===== src/rtl/alu_mul_sequencer.sv =====
// Multi-cycle unsigned 32x32 shift-and-add multiplier (low 32 product bits)
// that borrows the shared single-cycle ALU for every add and shift step.
module alu_mul_sequencer #(
   parameter int unsigned ITER_MAX   = 32,
   parameter bit          EARLY_EXIT = 1'b1
) (
   input  logic        CLK,
   input  logic        RST,
   input  logic        START,
   input  logic [31:0] MCAND,
   input  logic [31:0] MPLIER,
   input  logic [31:0] ALU_RESULT,
   output logic [31:0] ALU_A,
   output logic [31:0] ALU_B,
   output logic        ALU_SRC,
   output logic [2:0]  ALU_CONTROL,
   output logic        BUSY,
   output logic        DONE,
   output logic [31:0] PRODUCT
);

   localparam int unsigned DATA_W = 32;
   localparam int unsigned CNT_W  = 6;
   localparam logic [CNT_W-1:0] ITER_LAST = CNT_W'(ITER_MAX);
   localparam logic [2:0] ALU_OP_ADD = 3'b000;
   localparam logic [2:0] ALU_OP_SHL = 3'b111;

   typedef enum logic [1:0] {
      S_IDLE  = 2'd0,
      S_ADD   = 2'd1,
      S_SHIFT = 2'd2,
      S_FIN   = 2'd3
   } state_t;

   state_t              state, state_nxt;
   logic [DATA_W-1:0]   acc, acc_nxt;
   logic [DATA_W-1:0]   mc, mc_nxt;
   logic [DATA_W-1:0]   mp, mp_nxt;
   logic [CNT_W-1:0]    cnt, cnt_nxt;
   logic [DATA_W-1:0]   product_q, product_nxt;

   // Operand B always comes from the register-file path.
   assign ALU_SRC = 1'b0;
   assign PRODUCT = product_q;

   // State and datapath registers; reset aborts any operation in flight.
   always_ff @(posedge CLK) begin
      if (!RST) begin
         state     <= S_IDLE;
         acc       <= '0;
         mc        <= '0;
         mp        <= '0;
         cnt       <= '0;
         product_q <= '0;
      end else begin
         state     <= state_nxt;
         acc       <= acc_nxt;
         mc        <= mc_nxt;
         mp        <= mp_nxt;
         cnt       <= cnt_nxt;
         product_q <= product_nxt;
      end
   end

   // Next-state, datapath update and ALU drive decoded from the current state.
   always_comb begin
      state_nxt   = state;
      acc_nxt     = acc;
      mc_nxt      = mc;
      mp_nxt      = mp;
      cnt_nxt     = cnt;
      product_nxt = product_q;
      ALU_A       = '0;
      ALU_B       = '0;
      ALU_CONTROL = ALU_OP_ADD;
      BUSY        = 1'b0;
      DONE        = 1'b0;

      unique case (state)
         S_IDLE: begin
            if (START) begin
               acc_nxt = '0;
               mc_nxt  = MCAND;
               mp_nxt  = MPLIER;
               cnt_nxt = '0;
               if (EARLY_EXIT && (MPLIER == '0)) begin
                  state_nxt = S_FIN;
               end else if (MPLIER[0]) begin
                  state_nxt = S_ADD;
               end else begin
                  state_nxt = S_SHIFT;
               end
            end
         end

         S_ADD: begin
            ALU_A       = acc;
            ALU_B       = mc;
            ALU_CONTROL = ALU_OP_ADD;
            BUSY        = 1'b1;
            acc_nxt     = ALU_RESULT;
            state_nxt   = S_SHIFT;
         end

         S_SHIFT: begin
            ALU_A       = mc;
            ALU_B       = DATA_W'(1);
            ALU_CONTROL = ALU_OP_SHL;
            BUSY        = 1'b1;
            mc_nxt      = ALU_RESULT;
            mp_nxt      = mp >> 1;
            cnt_nxt     = cnt + CNT_W'(1);
            // Stop on the iteration limit or when no multiplier bits remain.
            if ((cnt_nxt == ITER_LAST) || (EARLY_EXIT && (mp_nxt == '0))) begin
               state_nxt = S_FIN;
            end else if (mp[1]) begin
               state_nxt = S_ADD;
            end else begin
               state_nxt = S_SHIFT;
            end
         end

         S_FIN: begin
            DONE        = 1'b1;
            product_nxt = acc;
            state_nxt   = S_IDLE;
         end

         default: begin
            state_nxt = S_IDLE;
         end
      endcase
   end

endmodule


===== config.mk =====
export PLATFORM = sky130hd
export DESIGN_NAME = alu_mul_sequencer
export DESIGN_NICKNAME = d
export VERILOG_FILES = /design/src/rtl/alu_mul_sequencer.sv
export SDC_FILE = /design/constraint.sdc
export NUM_CORES = 1
export LEC_CHECK = 0
export CAP_MARGIN = 20
export CORE_MARGIN = 2
export CORE_UTILIZATION = 25
export DETAILED_ROUTE_END_ITERATION = 10
export SKIP_CTS_REPAIR_TIMING = 1
export SLEW_MARGIN = 20
export SYNTH_ARGS = -nofsm -noshare
export SYNTH_HDL_FRONTEND = slang
export SYNTH_SLANG_ARGS = --single-unit

===== constraint.sdc =====
create_clock -name CLK -period 5 [get_ports CLK]
set_input_delay 1.5 -clock CLK [delete_from_list [all_inputs] [get_ports CLK]]
set_output_delay 1.5 -clock CLK [all_outputs]
set_load 0.02 [all_outputs]

* Word level (Yosys, flattened, before mapping)
Cells that the tools add are included.
** Storage, ports and cells
- Input port bits :: 99
- Flip-flop bits (word level) :: 136
** Cells by class
- Equal/unequal tests :: 5
- Add/sub/neg operators :: 1
- Reduce and logical (&&, ||, !) cells :: 9
- Multiplexer cells :: 19
** Operator list (number)
- 32-bit one-hot mux with 2 select lines :: 5
- 32-bit 2-to-1 mux :: 3
- 32-bit zero test :: 2
- 6-bit one-hot mux with 2 select lines :: 1
- 2-bit 2-to-1 mux :: 5
- 2-bit one-hot mux with 4 select lines :: 1
- 6-bit by 1-bit adder with 6-bit output, second input constant :: 1
- 6-bit == test, second input constant :: 1
- 6-bit 2-to-1 mux :: 1
- 2-bit == test, second input constant :: 2
- 2-bit AND reduction :: 2
- 2-bit nonzero test :: 2
- 3-bit 2-to-1 mux :: 1
- 2-bit by 1-bit == test with 1-bit output, second input constant :: 1
- 2-bit zero test :: 1
- 1-bit 2-to-1 mux :: 2
- 2-bit != test, second input constant :: 1
- 2-bit OR reduction :: 1
- 1-bit logical OR :: 1

* Longest topological paths before layout
Gate-level depths: netlist (run 1).
- Depth after elaboration :: 5
- Depth in mapped cells :: 8
- Mapped depth without buffers :: 6

* Worst setup path before layout (run 1)
Ideal clock, no wire load.
- Kind :: reg2out
- From :: register state[0]
- To :: output port ALU_A[14]
- Path buffers :: 3
- Path slack :: 1.815 ns
- Arrival :: 1.685 ns
- Data required time :: 3.500 ns
- Stages on the path, launching flop included :: 8
- Cell sequence :: dfxtp_1 inv_1 ha_1 buf_2 and2_1 clkbuf_1 buf_2 a22o_1
** Between the ends
- Longest elaborated chain between the ends :: 2
- Elaborated cells on any way between the ends :: 3
** RTL lines
- start: declaration :: line 35 : state_t state, state_nxt;
- start signal: assignment :: line 56 : state <= state_nxt;
- 2-bit == test / 2-bit by 1-bit == test with 1-bit output (equally long branches) :: line 79 : unique case (state)
- 32-bit one-hot mux with 2 select lines * :: line 79
- end: declaration :: line 13 : output logic [31:0] ALU_A,
Every way passes the cells marked *; elsewhere a longest branch is shown, timed or not.

* Worst setup path in the final report (run 1)
- From :: register state[0]
- To :: output port ALU_A[24]
The elaborated chain is that of the path after synthesis.

==> results of run 1 <==
[layout by cell type, fill, tap and decap left out, types with 4 or more instances in the layout]
master,instances
clkbuf_16,17
nand2_1,68
buf_4,12
and2_1,5
o21ai_0,6
clkdlybuf4s50_1,198
nor2b_1,67
o211a_1,63
a22oi_1,29
a22oi_2,5
nor4_1,15
clkinvlp_4,4
mux2i_1,97
dfxtp_1,135
and3_1,31
inv_6,4
a22o_1,32
[per-stage QoR]
| stage | instances | util, % | hold slack (ps) | area [um^2] |
|---|---|---|---|---|
| 6_report | 1174 | 36.0 | 491 | 9360 |
| 5_1_grt | 1174 | 36.0 | 520 | 9360 |
| 4_1_cts | 1174 | 36.0 | 494 | 9360 |
| 3_5_place_dp | 1143 | 33.7 | 484 | 8760 |
| 3_3_place_gp | 1143 | 33.7 | 482 | 8760 |
| 2_1_floorplan | 663 | - | 451 | 6600 |
[cell families after synthesis]
logic type                 after synthesis  share of synthesized area [%]
and+or+nand+nor                        208                           17.4
AOI/OAI and AO/OA                      147                           19.8
DFF                                    135                           41.0
muxes                                   98                           14.9
buffers and inverters                   69                           5.92
adders and majority gates                5                          0.948
other                                    1                         0.0568
[state kept, by name (all words and copies together), names as in the netlist]
register / flops
PRODUCT: 32
cnt: 6
mc: 32
state: 2
acc: 32
mp: 31
[routing by layer]
metal	global-route usage, %	up-vias	routed length (um)
met3	4.30	18	1260
met4	4.05	0	252
met5	0	-	0
met2	23.8	151	9590
met1	19.3	2649	9700
li1	-	2751	-
[layout make-up]
class | count | area (um^2) | area share, %
multi-input cells | 459 | 3540 | 37.8
flip-flops and latches | 135 | 2700 | 28.9
repair buffers | 211 | 2090 | 22.3
clock buffers | 17 | 425 | 4.54
well taps | 335 | 419 | 4.48
clock inverters | 14 | 174 | 1.86
inverters | 3 | 11.3 | 0.120
[worst max-delay path: stages (launching register included)]
cell and delay (ps):
dfxtp_1 390, inv_1 110, ha_1 630, and2_1 790, buf_12 250, a22o_1 150, clkdlybuf4s50_1 600
[final timing paths]
check	from	to	slack, ps	cells after the start
setup / recovery	state[0]	ALU_A[24]	170	6
hold / removal	mp[31]	mp[31]	490	2
setup reg to reg	state[0]	cnt[4]	2270	8
hold reg to reg	mp[31]	mp[31]	490	2
[Yosys cell counts (2+ instances only)]
library cell	instances
buf_2	29
a21o_1	2
o211a_1	63
and2_1	7
mux2i_1	97
nand4_1	3
ha_1	5
buf_6	11
a22oi_1	29
nor2b_1	67
nand3b_1	2
nor3_1	3
o21ai_0	6
a22oi_2	5
and4_1	2
dfxtp_1	135
inv_1	3
a22o_1	32
a21boi_0	3
nand3_1	3
buf_4	3
nand2b_1	2
nand2_1	68
clkbuf_1	22
nor4_1	15
and3_1	31
[report_power, final]
| part | total, mW | switching [mW] | leakage, nW | internal (mW) |
|---|---|---|---|---|
| sequential | 1.34 | 0.117 | 1.10 | 1.22 |
| combinational | 0.952 | 0.525 | 2.47 | 0.427 |
| clock | 1.31 | 0.524 | 0.283 | 0.787 |
==> flow_metrics.env, run 1 <==
export IMPL_grt_pass1_vias=5519
export IMPL_vias=5569
export IMPL_critical_path_class="reg2out"
export IMPL_worstPathArrival_ps=3330
export IMPL_die_w_um=166
export IMPL_drt_wl_total_mm=20.8
export IMPL_nets=931
export IMPL_io_buffers=199
export IMPL_cts_root_buf="clkbuf_16"
export IMPL_path_clk_slew_ps=60
export IMPL_p_leak_nw=3.85
export IMPL_fmax_mhz=207
export IMPL_viasPerCell=4.74
export IMPL_clock_sinks=135
export IMPL_min_period_ps=4830
export IMPL_core_rowCount=59
export IMPL_cts_tree="built"
export IMPL_relSlewSlack_pct=37.2
export IMPL_diodes=0
export IMPL_h_tree_depth=4
export IMPL_vdd_ir_drop_max_mv=0.184
export IMPL_die_area_um2=27700
export IMPL_track_usage_pct=14.8
export IMPL_worstPathRequired_ps=3500
export IMPL_core_um2=26000
export IMPL_synth_area_leaders="dfxtp_1 (41%), mux2i_1 (15%), o211a_1 (9.6%), nor2b_1 (6.4%), a22o_1 (4.2%)"
export IMPL_fillCellCount=2611
export IMPL_syn_to_final_growth_pct=41.9
export IMPL_maxSlewViolCount=0
export IMPL_finalWorstSetupSlack_ps=166
export IMPL_worst_setup_path_start_kind="register"
export IMPL_rsz0062_at_grt="false"
export IMPL_yosys_warnings=0
export IMPL_overflow=0
export IMPL_grt_max_degree=76
export IMPL_post_place_ws_ps=604
export IMPL_outcome="finished, final reports clean"
export IMPL_initial_core_util_pct=25.4
export IMPL_ios=201
export IMPL_synthFlopType="dfxtp_1"
export IMPL_synthesis_area_um2=6600
export IMPL_ys_types=41
export IMPL_syn_inst=663
export IMPL_worst_pin_slew_ps=942
export IMPL_tns_ps=0
export IMPL_p_total_mw=3.60
export IMPL_synth_enable_flop_cells=0
export IMPL_finalCritPeriodShare_pct=96.7
export IMPL_endpoint_kind="output pin"
export IMPL_synth_avg_cell_area_um2=9.95
export IMPL_yosysSeqAreaShare_pct=41.0
export IMPL_grt_pass1_wl_mm=32.4
export IMPL_ys_ff_latch=135
export IMPL_globalplace_congestion=0.752
export IMPL_yosysTopAreaCell="dfxtp_1"
export IMPL_synth_top_cell_area_share_pct=41.0
export IMPL_insertion_delay_ps=420
export IMPL_drt_iter0_drc=440
export IMPL_path_max_fanout=19
export IMPL_clock_skew_final_ps=9.47
export IMPL_drv_cap=0
export IMPL_p_per_area_nw_per_um2=384
export IMPL_cts_made_buffers=17
export IMPL_drive_gt1_share_pct=6.79
export IMPL_dr_pass1_iters=4
export IMPL_async_flop_share_pct=0
export IMPL_wl_per_cell_um=17.7
export IMPL_hp_class="reg2reg"
export IMPL_die_h_um=166
export IMPL_drc=0
export IMPL_setup_viol=0
export IMPL_syn_nets=767
export IMPL_antenna_found_initial=0
export IMPL_ant_nets=0
export IMPL_hold_viol=0
export IMPL_clockBufferDepth=2
export IMPL_dp_hpwl_mm=13.9
Power figures use the tool's default switching activity.
==> run 2: changes to the inputs <==
--- a/config.mk
+++ b/config.mk
@@ -6,7 +6,7 @@
 export NUM_CORES = 1
 export LEC_CHECK = 0
 export CAP_MARGIN = 20
-export CORE_MARGIN = 2
+export CORE_MARGIN = 5
 export CORE_UTILIZATION = 25
 export DETAILED_ROUTE_END_ITERATION = 10
 export SKIP_CTS_REPAIR_TIMING = 1
==> run 2 against run 1 <==
Clock power hardly changed. Routed wire length up 3.0%. First-iteration DRC count is 40% lower. Fmax grew 13%. Power increased by 0.33%. Utilization is essentially flat. Sequential cell count unchanged. Global-route usage shrank 0.52 points. Die area rose by 7.3%. Clock skew is 4.2 ps higher. Cell count rose by 0.17%.
==> flow_metrics.env, run 2 (synthesized netlist as in run 1, its figures left out) <==
export IMPL_clock_power_share_pct=36.6
export IMPL_cts_made_buffers=17
export IMPL_clock_skew_final_ps=13.7
export IMPL_route_met3_wl_mm=1.27
export IMPL_regArea_um2=2700
export IMPL_dr_pass1_iters=4
export IMPL_fillCellCount=2633
export IMPL_viasPerCell=4.74
export IMPL_die_w_um=172
export IMPL_final_common_cell="clkdlybuf4s50_1"
export IMPL_initial_core_util_pct=25.3
export IMPL_relSlewSlack_pct=42.5
export IMPL_worstPathCellList="inv_1 > ha_1 > and2_1 > buf_4 > a22o_1 > clkdlybuf4s50_1"
export IMPL_endpoint_kind="output pin"
export IMPL_max_stage_delay_ps=610
export IMPL_pwr_share_comb_pct=26.3
export IMPL_path_clk_slew_ps=60
export IMPL_io_buffers=199
export IMPL_hold_viol=0
export IMPL_cts_tree="built"
export IMPL_outcome="finished, final reports clean"
export IMPL_wl_met2_mm=10.0
export IMPL_overflow=0
export IMPL_drv_cap=0
export IMPL_antenna_found_initial=0
export IMPL_top_layer="met4"
export IMPL_met1_length_mm=9.75
export IMPL_cts_root_buf="clkbuf_16"
export IMPL_internal_power_mw=2.45
export IMPL_post_place_ws_ps=1120
export IMPL_maxSlewViolCount=0
export IMPL_drive_gt1_share_pct=6.78
export IMPL_ios=201
export IMPL_critical_path_class="reg2out"
export IMPL_fmax_mhz=235
export IMPL_syn_to_final_growth_pct=42.2
export IMPL_crit_slowest_cell="clkdlybuf4s50_1"
export IMPL_insertion_delay_ps=420
export IMPL_grt_pass1_vias=5777
export IMPL_core_rowCount=59
export IMPL_grt_max_degree=81
export IMPL_rsz0062_at_grt="false"
export IMPL_vdd_ir_drop_max_mv=0.233
export IMPL_ant_nets=0
export IMPL_globalplace_congestion=0.785
export IMPL_h_tree_depth=4
export IMPL_nets=932
export IMPL_power_switching_mw=1.17
export IMPL_grt_pass1_wl_mm=33.1
export IMPL_worstPathRequired_ps=3500
export IMPL_seqPwrFrac_pct=37.1
export IMPL_vias=5570
export IMPL_worstPathArrival_ps=2760
export IMPL_drt_iter0_drc=266
export IMPL_core_um2=26100
export IMPL_min_period_ps=4260
export IMPL_worst_pin_slew_ps=863
export IMPL_drt_wl_total_mm=21.4
export IMPL_final_cell_mix="clkdlybuf4s50_1 (198), dfxtp_1 (135), mux2i_1 (97)"
export IMPL_worst_setup_path_start_kind="register"
export IMPL_switching_share_pct=32.3
export IMPL_dp_hpwl_mm=14.8
export IMPL_hp_class="reg2reg"
export IMPL_p_leak_nw=3.87
export IMPL_clockBufferDepth=2
export IMPL_die_area_um2=29700
export IMPL_path_max_fanout=19
export IMPL_multi_input_area_um2=3540
export IMPL_setup_viol=0
export IMPL_track_usage_pct=14.2
export IMPL_diodes=0
export IMPL_clock_sinks=135
export IMPL_p_per_area_nw_per_um2=385
export IMPL_finalWorstSetupSlack_ps=739
export IMPL_tns_ps=0
export IMPL_die_h_um=172
export IMPL_drc=0
export IMPL_finalCritPeriodShare_pct=85.2
export IMPL_wl_per_cell_um=18.2
## run 2: cell count changes in the layout (fill, tap and decap cells not counted), sizes merged
cell and delta:
clkbuf +1, inv +2, buf +1, clkinvlp -2
## run 2: metal layers
layer / track usage (%) / up-vias
met5: 0 / -
met4: 4.17 / 0
met3: 4.25 / 15
met2: 23.2 / 127
met1: 18.3 / 2674
li1: - / 2754
## run 2: worst max-delay path: cells and delay by family (launching register included)
| family | cells | cell delay [ps] |
|---|---|---|
| buffers and inverters | 3 | 960 |
| adders and majority gates | 1 | 560 |
| DFF | 1 | 420 |
| and+or+nand+nor | 1 | 210 |
| AOI/OAI and AO/OA | 1 | 190 |
## run 2: final cells by class
| type | instances | share of cell area, % |
|---|---|---|
| inverters | 3 | 0.120 |
| well taps | 335 | 4.47 |
| repair buffers | 212 | 22.4 |
| clock inverters | 14 | 1.99 |
| clock buffers | 18 | 4.57 |
| multi-input cells | 459 | 37.7 |
| flip-flops and latches | 135 | 28.8 |
## run 2: power by group through the flow
stage                     Clock [mW]  Sequential [mW]  Combinational [mW]
after CTS                       1.36             1.34               0.968
after global routing            1.41             1.36                1.04
after global placement             0             1.37               0.950
after floorplan                    0             1.32               0.689
after detailed placement           0             1.36               0.961
final                           1.32             1.34               0.949
## run 2: stage by stage
stage | total power [mW] | cell area (um^2) | utilization, % | std cells | hold WS, ps
floorplan | 2.01 | 6600 | - | 663 | 451
global placement | 2.32 | 8770 | 33.6 | 1144 | 480
detailed placement | 2.32 | 8770 | 33.6 | 1144 | 488
CTS | 3.66 | 9380 | 36.0 | 1176 | 520
global route | 3.81 | 9380 | 36.0 | 1176 | 539
finish | 3.61 | 9380 | 36.0 | 1176 | 516
## run 2: path summary, 6_finish.rpt
kind              slack [ps]          end   startpoint  cells past startpoint
hold reg to reg          520  PRODUCT[20]  PRODUCT[20]                      2
hold / removal           520  PRODUCT[20]  PRODUCT[20]                      2
setup reg to reg        2200       cnt[4]     state[0]                      8
setup / recovery         740    ALU_A[20]     state[1]                      6
